$ cat config.mk
export PLATFORM = sky130hd
export DESIGN_NAME = instr_fetch_unit
export DESIGN_NICKNAME = d
export VERILOG_FILES = /design/src/rtl/instr_fetch_unit.sv
export SDC_FILE = /design/constraint.sdc
export NUM_CORES = 1
export LEC_CHECK = 0
export CORE_MARGIN = 4
export CORE_UTILIZATION = 54
export DETAILED_ROUTE_END_ITERATION = 10
export PLACE_DENSITY = 0.9
export SKIP_LAST_GASP = 1
export SLEW_MARGIN = 20
export SYNTH_ARGS = -nofsm -noshare
export SYNTH_HDL_FRONTEND = slang
export SYNTH_SLANG_ARGS = --single-unit
$ cat constraint.sdc
create_clock -name i_clock -period 8.9 [get_ports i_clock]
set_input_delay 1.335 -clock i_clock [delete_from_list [all_inputs] [get_ports i_clock]]
set_output_delay 1.335 -clock i_clock [all_outputs]
set_load 0.01 [all_outputs]
$ cat src/rtl/instr_fetch_unit.sv
// Fetch stage: issues in-order word-aligned requests to instruction memory under a credit limit,
// buffers returned words with their PCs, and supports a single-cycle flush. Optional IFETCH_LOG_EN adds sim logging.
module instr_fetch_unit #(
    parameter int unsigned DEPTH       = 2,
    parameter logic [31:0] RESET_INSTR = 32'h0000_0013
) (
    input  logic        i_clock,
    input  logic        i_resetn,
    input  logic [31:0] i_pc,
    input  logic        i_pc_valid,
    output logic        o_pc_ready,
    output logic        o_imem_req_valid,
    output logic [31:0] o_imem_req_addr,
    input  logic        i_imem_req_ready,
    input  logic        i_imem_rsp_valid,
    input  logic [31:0] i_imem_rsp_data,
    output logic        o_instr_valid,
    output logic [31:0] o_instr,
    output logic [31:0] o_instr_pc,
    input  logic        i_instr_ready,
    input  logic        i_flush,
    output logic        o_busy,
    output logic        o_dbg_state
);
    // Handshakes: a transfer happens on a cycle where valid and ready are both high at the
    // rising edge; valid never depends on ready on the same channel.

    localparam int unsigned AW = $clog2(DEPTH);
    localparam int unsigned CW = $clog2(DEPTH) + 1;
    localparam logic [CW:0] DEPTH_W = (CW + 1)'(DEPTH);

    typedef enum logic {
        ST_RUN   = 1'b0,
        ST_DRAIN = 1'b1
    } state_e;

    state_e        state_q, state_d;
    logic [CW-1:0] outstanding_q, outstanding_d;
    logic [CW-1:0] discard_q, discard_d;
    logic [CW-1:0] fifo_cnt_q, fifo_cnt_d;
    logic [AW-1:0] tag_wr_q, tag_rd_q;
    logic [AW-1:0] fifo_wr_q, fifo_rd_q;
    logic [31:0]   tag_mem_q   [DEPTH];
    logic [31:0]   fifo_instr_q[DEPTH];
    logic [31:0]   fifo_pc_q   [DEPTH];

    logic          credit_ok;
    logic          req_hs;
    logic          rsp_accept;
    logic          rsp_drop;
    logic          fifo_pop;
    logic [CW-1:0] inflight;
    logic [CW-1:0] flush_discard;

    assign credit_ok = ({1'b0, outstanding_q} + {1'b0, fifo_cnt_q}) < DEPTH_W;

    assign o_imem_req_valid = i_pc_valid && credit_ok && (state_q == ST_RUN) && !i_flush;
    assign o_imem_req_addr  = {i_pc[31:2], 2'b00};
    assign o_pc_ready       = o_imem_req_valid && i_imem_req_ready;
    assign req_hs           = o_pc_ready;

    // A response with nothing outstanding or discarding is ignored.
    assign rsp_accept = i_imem_rsp_valid && (state_q == ST_RUN) && (outstanding_q != '0) && !i_flush;
    assign rsp_drop   = i_imem_rsp_valid && (state_q == ST_DRAIN) && (discard_q != '0);

    assign o_instr_valid = (fifo_cnt_q != '0);
    assign o_instr       = o_instr_valid ? fifo_instr_q[fifo_rd_q] : RESET_INSTR;
    assign o_instr_pc    = o_instr_valid ? fifo_pc_q[fifo_rd_q] : 32'h0;
    assign fifo_pop      = o_instr_valid && i_instr_ready;

    // Only one of the two counters is non-zero at any time, so the sum never overflows.
    assign inflight      = outstanding_q + discard_q;
    assign flush_discard = inflight - CW'(i_imem_rsp_valid && (inflight != '0));

    assign o_busy      = (outstanding_q != '0) || (discard_q != '0) || (fifo_cnt_q != '0);
    assign o_dbg_state = state_q;

    always_comb begin
        state_d       = state_q;
        outstanding_d = outstanding_q;
        discard_d     = discard_q;
        if (i_flush) begin
            outstanding_d = '0;
            discard_d     = flush_discard;
            state_d       = (flush_discard != '0) ? ST_DRAIN : ST_RUN;
        end else begin
            case (state_q)
                ST_RUN: begin
                    outstanding_d = outstanding_q + CW'(req_hs) - CW'(rsp_accept);
                end
                ST_DRAIN: begin
                    if (discard_q == '0) begin
                        state_d = ST_RUN;
                    end else if (rsp_drop) begin
                        discard_d = discard_q - 1'b1;
                        if (discard_q == CW'(1)) begin
                            state_d = ST_RUN;
                        end
                    end
                end
                default: state_d = ST_RUN;
            endcase
        end
    end

    always_comb begin
        fifo_cnt_d = fifo_cnt_q;
        if (i_flush) begin
            fifo_cnt_d = '0;
        end else begin
            fifo_cnt_d = fifo_cnt_q + CW'(rsp_accept) - CW'(fifo_pop);
        end
    end

    always_ff @(posedge i_clock or negedge i_resetn) begin
        if (!i_resetn) begin
            state_q       <= ST_RUN;
            outstanding_q <= '0;
            discard_q     <= '0;
            fifo_cnt_q    <= '0;
            tag_wr_q      <= '0;
            tag_rd_q      <= '0;
            fifo_wr_q     <= '0;
            fifo_rd_q     <= '0;
        end else begin
            state_q       <= state_d;
            outstanding_q <= outstanding_d;
            discard_q     <= discard_d;
            fifo_cnt_q    <= fifo_cnt_d;
            if (i_flush) begin
                tag_wr_q  <= '0;
                tag_rd_q  <= '0;
                fifo_wr_q <= '0;
                fifo_rd_q <= '0;
            end else begin
                if (req_hs)     tag_wr_q  <= tag_wr_q + 1'b1;
                if (rsp_accept) tag_rd_q  <= tag_rd_q + 1'b1;
                if (rsp_accept) fifo_wr_q <= fifo_wr_q + 1'b1;
                if (fifo_pop)   fifo_rd_q <= fifo_rd_q + 1'b1;
            end
        end
    end

    // Storage needs no reset: entries are only read while the matching counter says they are valid.
    always_ff @(posedge i_clock) begin
        if (req_hs) begin
            tag_mem_q[tag_wr_q] <= o_imem_req_addr;
        end
        if (rsp_accept) begin
            fifo_instr_q[fifo_wr_q] <= i_imem_rsp_data;
            fifo_pc_q[fifo_wr_q]    <= tag_mem_q[tag_rd_q];
        end
    end

`ifdef IFETCH_LOG_EN
    always @(posedge i_clock) begin
        if (i_resetn && o_instr_valid && i_instr_ready) begin
            $display("%t IF pc=0x%8h instr=0x%8h", $time, o_instr_pc, o_instr);
        end
        if (i_resetn && i_flush) begin
            $display("%t IF flush discard=%0d", $time, flush_discard);
        end
    end
`endif

endmodule

* Word level (Yosys, flattened, before mapping)
Memory sizes are Yosys's and may differ from the RTL's. Index checks and enable logic that the tools add are counted.
Storage, ports and cells: input port bits 71, memories 3, RAM bits 188, output and inout bits 101, register bits 11, word-level logic and storage cells 81
Memories:
- fifo_instr_q | words 2, width 32, read ports 1, clocked after memory_dff 0, wr ports 1, line 44 | logic [31:0] fifo_instr_q[DEPTH];
- fifo_pc_q | words 2, width 32, read ports 1, clocked after memory_dff 0, wr ports 1, line 45 | logic [31:0] fifo_pc_q [DEPTH];
- tag_mem_q | words 2, width 30, read ports 1, clocked after memory_dff 0, wr ports 1, line 43 | logic [31:0] tag_mem_q [DEPTH];
Cells by class: reduce and logical (&&, ||, !) cells 26, $lt $le $gt $ge 1, $add $sub $neg 12, equal/unequal tests 3, muxes and demuxes 27, bitwise operators 1
Operators with widths (number):
- two-way mux 32 bit | 2
- nonzero test 2 bit | 10
- two-way mux 1 bit | 18
- two-way mux 2 bit | 7
- logical AND 1 bit | 11
- subtractor 2 x 1 -> 2 bit | 3
- adder 1 bit, second input constant | 4
- adder 2 x 1 -> 2 bit | 2
- inequality test 2 bit, second input constant | 2
- adder 2 x 2 -> 3 bit | 1
- < comparator 3 x 2 -> 1 bit, second input constant | 1
- AND reduction 3 bit | 1
- adder 2 bit | 1
- == test 2 x 1 -> 1 bit, second input constant | 1
- zero test 2 bit | 1
- logical OR 1 bit | 2
- subtractor 2 x 1 -> 2 bit, second input constant | 1
- zero test 1 bit | 1
- inverter 1 bit | 1

* Depth between registers and ports, before layout
Gate-level depths: netlist of run 1.
depth after elaboration 10, gate-level depth with buffers 10, gate-level depth less buffers 9

* Worst setup path before layout of run 1
OpenSTA, ideal clock, no wires.
path type input to register, start point in i_flush, end point mem fifo_instr_q[0][0], enable pin, data required time 8.418 ns, library setup time 0.482 ns, arrival 4.375 ns, path slack 4.043 ns, cell stages on the path 4, path buffers 1, path through buf_2 > nor3_2 > inv_1 > nor2_1
Between the ends: cells in the longest elaborated chain, start to end 4
Ends and longest elaborated chain:
- start, declared | line 21 | input logic i_flush,
- zero test 1 bit | line 63 | assign rsp_accept = i_imem_rsp_valid && (state_q == ST_RUN) && (outstanding_q != '0) && !i_flush;
- logical AND 1 bit | line 63
- two-way mux 1 bit | line 149 | if (rsp_accept) begin
- two-way mux 1 bit (implied by the code) | line 150 | fifo_instr_q[fifo_wr_q] <= i_imem_rsp_data;
- end, declared | line 44
Every way passes these cells.

* Worst setup path after layout of run 1
start point in i_flush, end point out o_imem_req_valid
Between the ends: cells in the longest elaborated chain, start to end 2
Ends and longest elaborated chain:
- zero test 1 bit | line 57 | assign o_imem_req_valid = i_pc_valid && credit_ok && (state_q == ST_RUN) && !i_flush;
- logical AND 1 bit | line 57
- end, declared | line 12 | output logic o_imem_req_valid,
Every way passes these cells.

==> results.txt, run 1 <==
- Result of the run: completed
- The startpoint identified for the worst register-to-register timing path is o_dbg_state.
- Counting the buffers created by CTS gives 17.
* Pwr per Cell Area: 263.5 mW/mm^2
- The library cells used most frequently in the layout, excluding fill and tap cells, are 184 x sky130_fd_sc_hd__edfxtp_1, 165 x sky130_fd_sc_hd__clkdlybuf4s50_1, 64 x sky130_fd_sc_hd__mux2i_1.
- The internal portion of the total power is 0.001922 W.
- Synth warn: 0
- Share of cells above drive strength 1: 0.1202
- At the end of the flow, the number of nets in the layout was 691.
* Net switching share of the total power: 0.2782
- In this run the worst hold path is classified as flop to flop.
* Post-detailed-placement cell area: 0.009463 sq mm
- The worst setup path is captured at a primary output.
- For the worst-skew pair, the clock arrives at the later sink with an insertion delay of about 0.42 ns.
- EDFF count, synth: 184
- Final cell count without fillers: 804
* Sequential-to-total area share from yosys stat: 0.7368
- Startpoint of the most critical setup path: i_flush
- The count of nets left with antenna violations once routing finished came out at 0.
- The HPWL after detailed placement is around 9600 um.
* Number of setup violations in the final report: 0
- Maximum count of clock buffers along a single path: 2
- The cell count after synthesis came out at 470.
- Of the total synthesized cell area, the portion taken by XOR and XNOR cells is 0.01065.
* Core outline area: 0.01410 sq mm
* First-pass GRT wire length: approximately 23000 um
- Number of DRC markers after the initial detailed-route iteration: 172
* Final Hold Violating Endpoints: 0
* PortBufs: 165
* Post-synthesis compound-gate area fraction: 0.009536
- CTS saw 195 sinks.
- Measured against its own limit, the worst slew margin works out to 0.4212.
* Area growth from synthesis to layout: 28.37%
* Number of hold buffers added after cts: 0
* Cell at the root of the clock tree: sky130_fd_sc_hd__clkbuf_16
- Vias after detailed routing: 4238
* Most common cell after layout, fill and taps aside: sky130_fd_sc_hd__edfxtp_1
- After synthesis the cells add up to between 0.007 and 0.008 sq mm.
- Routability-driven placement finished with a final weighted congestion of 0.8104.
- Clock share of power: 0.293
* Finished Cell Area: 0.01011 sq mm
* DRC violation count after routing: 0
- By area, the combinational part of the netlist is dominated by multiplexers.
- Hold Crit Start: tag_mem_q[0][3]
- Summed over all failing endpoints, the final setup total negative slack is 0 ns.
- Number of ports placed on the die boundary: 172
- The share of total power dissipated in sequential elements is 0.402.
- Critical Setup Path Class: input pin to primary output
- Proportion of synthesized flip-flops having asynchronous set or reset: 0.05641
- TritonCTS built the clock tree.
- FP Rows: 43
- In the global route stage, overall resource usage came out at 0.1856.
- Across the run, the number of max-cap violations was 0.
* Number of antenna violations at the first check in global routing: 1
- Across the VDD grid, the largest voltage drop is a little over 200 uV.
- Effective utilization at floorplan: 0.5585
- Post-CTS repair changed the size of 0 cells.
- Minimum period implied by the final worst setup slack: 4.464 ns
* Data arrival at the endpoint of the critical path: about 3.1 ns
- In this run, distinct cell masters in the synthesized netlist total 34.
* Cell taking the most area after synthesis: sky130_fd_sc_hd__edfxtp_1
* Average wire per cell in the routed design: between 15 and 20 um
- Of the available clock period, the critical path in the final layout requires 0.5016.
- Derived from the worst setup path, the maximum achievable clock frequency is between 200 and 250 MHz.
* Data required time at the worst endpoint: around 7.6 ns
* Cells taking the most area after synthesis: sky130_fd_sc_hd__edfxtp_1 70%, sky130_fd_sc_hd__mux2i_1 8.1%, sky130_fd_sc_hd__mux2_2 4.3%, sky130_fd_sc_hd__buf_4 3.8%, sky130_fd_sc_hd__dfrtp_1 3.5%
* Mean area per synthesized cell: 16.75 sq um
- In this run the number of H-tree levels came out at 4.
- Worst Path Max Fanout: 17
- In this run the power spent charging and discharging nets is roughly 0.00074 W.
- Among all flip-flop cells after synthesis, the most frequent one is sky130_fd_sc_hd__edfxtp_1.
* Number of search-and-repair iterations in the first detailed-routing pass: 4
* Diodes inserted: 0
- The die covers roughly 0.017 sq mm.
- Tot Pwr: 0.002662 W
- RSZ-0062 raised after global routing: false
* Comb pwr share: 0.304
- Leakage power: 3.346 nW
* Fraction of the mapped netlist area in adder cells: 0.01526
* Flops & latches, synth: between 150 and 200
- Proportion of synthesized area in mux cells: 0.1243
* Share of Yosys cell area claimed by the top area cell type: 0.7018
* Actual transition at the worst max-transition pin: slightly below 0.9 ns
- Of the total synthesized cell area, the portion taken by AND, OR, NAND and NOR gates is 0.05102.
- The via count of the first global-routing pass came to 4522.
- CP Launch Type: input pin
- Pin count of the biggest net entering global routing: between 60 and 70
* Worst-case clock skew: 0.009608 ns
* Die Span X: approximately 130 um
- Post-CTS Setup Repair Bufs: 0
- Number of max-slew violations in the final report: 0
- Summed over all layers, the routed wires come to ~15000 um.
* Die H: 128.7 um
- After global routing the overflow that remains totals 0.
* Routed vias/inst: between 5 and 6
- Clock-pin slew was measured on the worst setup and hold paths at roughly 0.06 ns.
- Including well taps, the total number of placed cells is 771.
[cell type report]
| cell class | count | area [sq um] |
|---|---|---|
| multi-input combinational | 215 | 1699 |
| inverter | 10 | 37.54 |
| clock inverter | 14 | 186.4 |
| tap | 180 | 225.2 |
| timing repair buffer | 172 | 1724 |
| clock buffer | 18 | 429.2 |
| sequential | 195 | 5804 |
| fill | 912 | 3990 |
[registers in the layout (all words and copies together), names as in the netlist]
name	cells
tag_mem_q	60
tag_rd_q	1
fifo_wr_q	1
fifo_pc_q	60
fifo_rd_q	1
outstanding_q	2
o_dbg_state	1
fifo_cnt_q	2
fifo_instr_q	64
discard_q	2
tag_wr_q	1
[cell families (layout without fill, tap and decap cells)]
family	count (synthesis)	count (layout)
XOR/XNOR	8	8
AND/OR/NAND/NOR	87	87
buffers and inverters	63	214
multiplexers	94	94
flip-flops	195	195
AO/OA/AOI/OAI	13	13
adder cells (fa/ha/maj)	9	9
other	1	4
[synthesized netlist by cell type (2+ instances only)]
cell and number:
sky130_fd_sc_hd__mux2_2 30, sky130_fd_sc_hd__and2_1 3, sky130_fd_sc_hd__nor2_1 65, sky130_fd_sc_hd__inv_1 10
sky130_fd_sc_hd__or3_1 3, sky130_fd_sc_hd__nand2_1 4, sky130_fd_sc_hd__ha_1 8, sky130_fd_sc_hd__a31oi_1 2
sky130_fd_sc_hd__edfxtp_1 184, sky130_fd_sc_hd__buf_2 12, sky130_fd_sc_hd__o21ai_0 4, sky130_fd_sc_hd__nor3_2 2
sky130_fd_sc_hd__buf_4 40, sky130_fd_sc_hd__xnor2_1 5, sky130_fd_sc_hd__xor2_1 2, sky130_fd_sc_hd__dfrtp_1 11
sky130_fd_sc_hd__a21oi_1 4, sky130_fd_sc_hd__mux2i_1 64, sky130_fd_sc_hd__nand2b_1 2
[layer usage]
metal  track usage  routed length, um  share of wire
met3       0.05895               1049          0.070
met5             0                  8        0.00054
met1        0.2170               5871           0.39
met2        0.3265               7841           0.53
met4       0.05930                117         0.0079
[stage by stage]
stage	hold WS, ns	utilization	setup WS (ns)
finish	0.5673	0.7169	4.436
global route	0.5807	0.7169	4.353
CTS	0.5679	0.7150	4.441
detailed placement	0.5496	0.6713	4.457
global placement	0.5394	0.6713	4.486
floorplan	0.5187	-	4.043
[power groups by stage]
stage          Sequential (W)  Combinational, W  Clock (W)
3_3_place_gp          0.00113          0.000748          0
4_1_cts               0.00111          0.000774   0.000794
2_1_floorplan         0.00106          0.000453          0
5_1_grt               0.00107          0.000868   0.000844
6_report              0.00107          0.000810   0.000781
3_5_place_dp          0.00113          0.000767          0
[final timing paths]
kind	slack [ns]	depth (start not counted)	end
setup / recovery	4.44	3	o_imem_req_valid
hold reg to reg	0.57	1	fifo_pc_q[1][5]
setup reg to reg	6.27	5	fifo_pc_q[0][27]
hold / removal	0.57	1	fifo_pc_q[1][5]
max in group asynchronous	7.26	1	fifo_rd_q
min in group asynchronous	1.25	1	outstanding_q[1]
[worst max-delay path: stages]
cell and delay (ns):
sky130_fd_sc_hd__clkdlybuf4s50_1 0.79, sky130_fd_sc_hd__nor4_1 0.41, sky130_fd_sc_hd__clkdlybuf4s50_1 0.59
Power figures use the tool's default switching activity.
==> run 2: changes to the inputs <==
--- a/config.mk
+++ b/config.mk
@@ -6,9 +6,9 @@
 export NUM_CORES = 1
 export LEC_CHECK = 0
 export CORE_MARGIN = 4
-export CORE_UTILIZATION = 54
+export CORE_UTILIZATION = 46
 export DETAILED_ROUTE_END_ITERATION = 10
-export PLACE_DENSITY = 0.9
+export PLACE_DENSITY = 0.83
 export SKIP_LAST_GASP = 1
 export SLEW_MARGIN = 20
 export SYNTH_ARGS = -nofsm -noshare
==> constraint.sdc (replaced) <==
create_clock -name i_clock -period 3.7 [get_ports i_clock]
set_input_delay 0.555 -clock i_clock [delete_from_list [all_inputs] [get_ports i_clock]]
set_output_delay 0.555 -clock i_clock [all_outputs]
set_load 0.01 [all_outputs]
==> run 2 against run 1 <==
Flip-flop and latch count is the same; combinational power up 140%; die area rose by 16%; via count is 0.76% lower; wire length is 2.5% lower; critical endpoint is now o_pc_ready; utilization down 11 points; sequential share of layout area shrank 0.066 points; global-route usage down 3.3 points; worst hold slack got worse by 0.073 ns; sequential power rose by 140%.
==> results.txt, run 2 (synthesis results as in run 1) <==
* Most frequent cells in the layout: 184 x sky130_fd_sc_hd__edfxtp_1, 165 x sky130_fd_sc_hd__clkdlybuf4s50_1, 64 x sky130_fd_sc_hd__mux2i_1
- Pwr per Cell Area: ~600 mW/mm^2
- Dividing the final minimum period by the clock period gives 0.8392.
- The initial antenna violation count is 0.
- Actual transition at the worst max-transition pin: 0.8139 ns
- Accumulated negative setup slack: 0 ns
- The worst register-to-register path has a setup slack of 1.04 ns.
* Cell at the root of the clock tree: sky130_fd_sc_hd__clkbuf_16
- Setup repair after global routing left no endpoint under its margin.
- The repair_antennas step left the layout with diodes totalling 0.
- Leakage power: 3.325 nW
* Max VDD drop: 385.6 uV
- In this run the tightest slew margin relative to its limit is 0.4574.
* Die H: 138.8 um
- The run finished with clean final reports.
* Area growth from synthesis to layout: 28.54%
- In this run the critical register-to-register path is captured at tag_mem_q[1][4].
* Number of clock buffers inserted by TritonCTS: 17
* Critical Setup Path Class: flop to primary output
- CP Launch Type: flop
* Worst min-delay path category: input pin to async pin
* Tot Pwr: between 0.006 and 0.007 W
- Setup WS post-layout: 0.5951 ns
* First-pass GRT wire length: 23130 um
- Peak clock frequency supported by timing: between 300 and 400 MHz
- Die Span X: 138.8 um
- Vias after detailed routing: 4206
- The first TritonRoute pass finished after 4 iterations.
- Final Hold Violating Endpoints: 0
* Number of max-slew violations in the final report: 0
- Input and output buffers added on the ports amount to ~170.
- In this run the worst path has a maximum fanout of 4.
- Clock tree from TritonCTS: built
- For this run, the total global-route usage over all layers was measured as 0.1521.
- Across the run, the number of max-cap violations was 0.
- HPWL after DPL: 9604 um
* Worst-case reg-to-reg path depth: 5
* Worst reg2reg startpoint: fifo_cnt_q[0]
- The register with the most flip-flops in the layout has 64 of them.
- The later pin in the worst-skew pair is clocked with a latency of ~0.42 ns.
- Measured on the finished design, the core utilization comes to 0.6059.
- The count of nets left with antenna violations once routing finished came out at 0.
* Largest register by flop count: fifo_instr_q
* Average wire per cell in the routed design: 17.15 um
- Most common cell after layout, fill and taps aside: sky130_fd_sc_hd__edfxtp_1
* Wire length after detailed routing: ~15000 um
- Routed vias/inst: ~5
- After detailed routing, the number of remaining DRC violations is 0.
* Sink count of the clock tree: 195
* Total gr overflow: 0
* Core outline area: 0.01670 sq mm
* Number of ports placed on the die boundary: 172
* Maximum level of the CTS H-tree: 4
- No sink is reached through more buffers than the 2 on the longest clock path.
- Worst hold slack after final layout: 0.4945 ns
- The floorplan step defined a die boundary enclosing just under 0.02 sq mm.
* Number of hold buffers added after cts: 0
- Worst-case clock skew: 0.007876 ns
* # nets final: between 600 and 700
* Number of DRC markers after the initial detailed-route iteration: 189
* Worst Setup Slack post-DPL: 0.9773 ns
- Clock slew at reported path FFs: approximately 0.060 ns
- The via count of the first global-routing pass came to ~4.5k.
- Post-CTS Setup Repair Bufs: 0
* Routability cong.: 0.7570
- Effective utilization at floorplan: 0.4714
* Regs by FF count: fifo_instr_q: 64 flops, fifo_pc_q: 60 flops, tag_mem_q: 60 flops
- FP Rows: 47
- The worst setup path is captured at a primary output.
- Share of cells above drive strength 1: 0.1246
- Number of setup violations in the final report: 0
* Minimum period implied by the final worst setup slack: roughly 3.1 ns
* Pin count of the biggest net entering global routing: 63
- At the worst endpoint, the required time is between 3 and 4 ns.
- Data arrival at the endpoint of the critical path: around 2.6 ns
- The number of gates resized after CTS was 0.
==> run 2: metrics by stage <==
| stage | std cells | instance area [sq um] |
|---|---|---|
| 2_1_floorplan | 473 | 7886 |
| 3_3_place_gp | 814 | 9577 |
| 3_5_place_dp | 814 | 9577 |
| 4_1_cts | 846 | 10120 |
| 5_1_grt | 846 | 10120 |
| 6_report | 846 | 10120 |
==> run 2: critical path, cell delays in order (launching register included) <==
cell and delay [ns]:
sky130_fd_sc_hd__dfrtp_1 0.43, sky130_fd_sc_hd__and2_1 0.19, sky130_fd_sc_hd__fa_1 0.37, sky130_fd_sc_hd__nand4bb_1 0.27
sky130_fd_sc_hd__nor3_2 0.27, sky130_fd_sc_hd__clkdlybuf4s50_1 0.60
==> run 2: where the power goes <==
part	switching [W]	leakage [nW]	total [W]	internal (W)
registers	0.000128	1.80	0.00260	0.00248
logic	0.000881	1.26	0.00191	0.00103
clock network	0.000754	0.269	0.00168	0.000923
==> run 2: worst max-delay path by stage <==
| stage | from | end | slack [ns] |
|---|---|---|---|
| 2_1_floorplan | fifo_cnt_q[0] | tag_mem_q[0][0] | 0.41 |
| 3_3_place_gp | fifo_cnt_q[0] | o_pc_ready | 1.06 |
| 3_5_place_dp | fifo_cnt_q[0] | tag_mem_q[1][10] | 0.98 |
| 4_1_cts | fifo_cnt_q[0] | o_pc_ready | 0.57 |
| 5_1_grt | fifo_cnt_q[0] | o_pc_ready | 0.47 |
| 6_report | fifo_cnt_q[0] | o_pc_ready | 0.60 |
==> run 2: layout make-up <==
cell class                 count  area (sq um)
fill                        1230          6581
sequential                   195          5806
timing repair buffer         174          1757
multi-input combinational    215          1702
clock buffer                  18         429.2
tap                          220         275.3
clock inverter                14         113.9
inverter                      10         37.54
==> run 2: layer usage <==
metal / wire length (um) / track usage
met1: 5939 / 0.1794
met3: 954 / 0.04621
met2: 7457 / 0.2667
met4: 161 / 0.04995
met5: 0 / 0
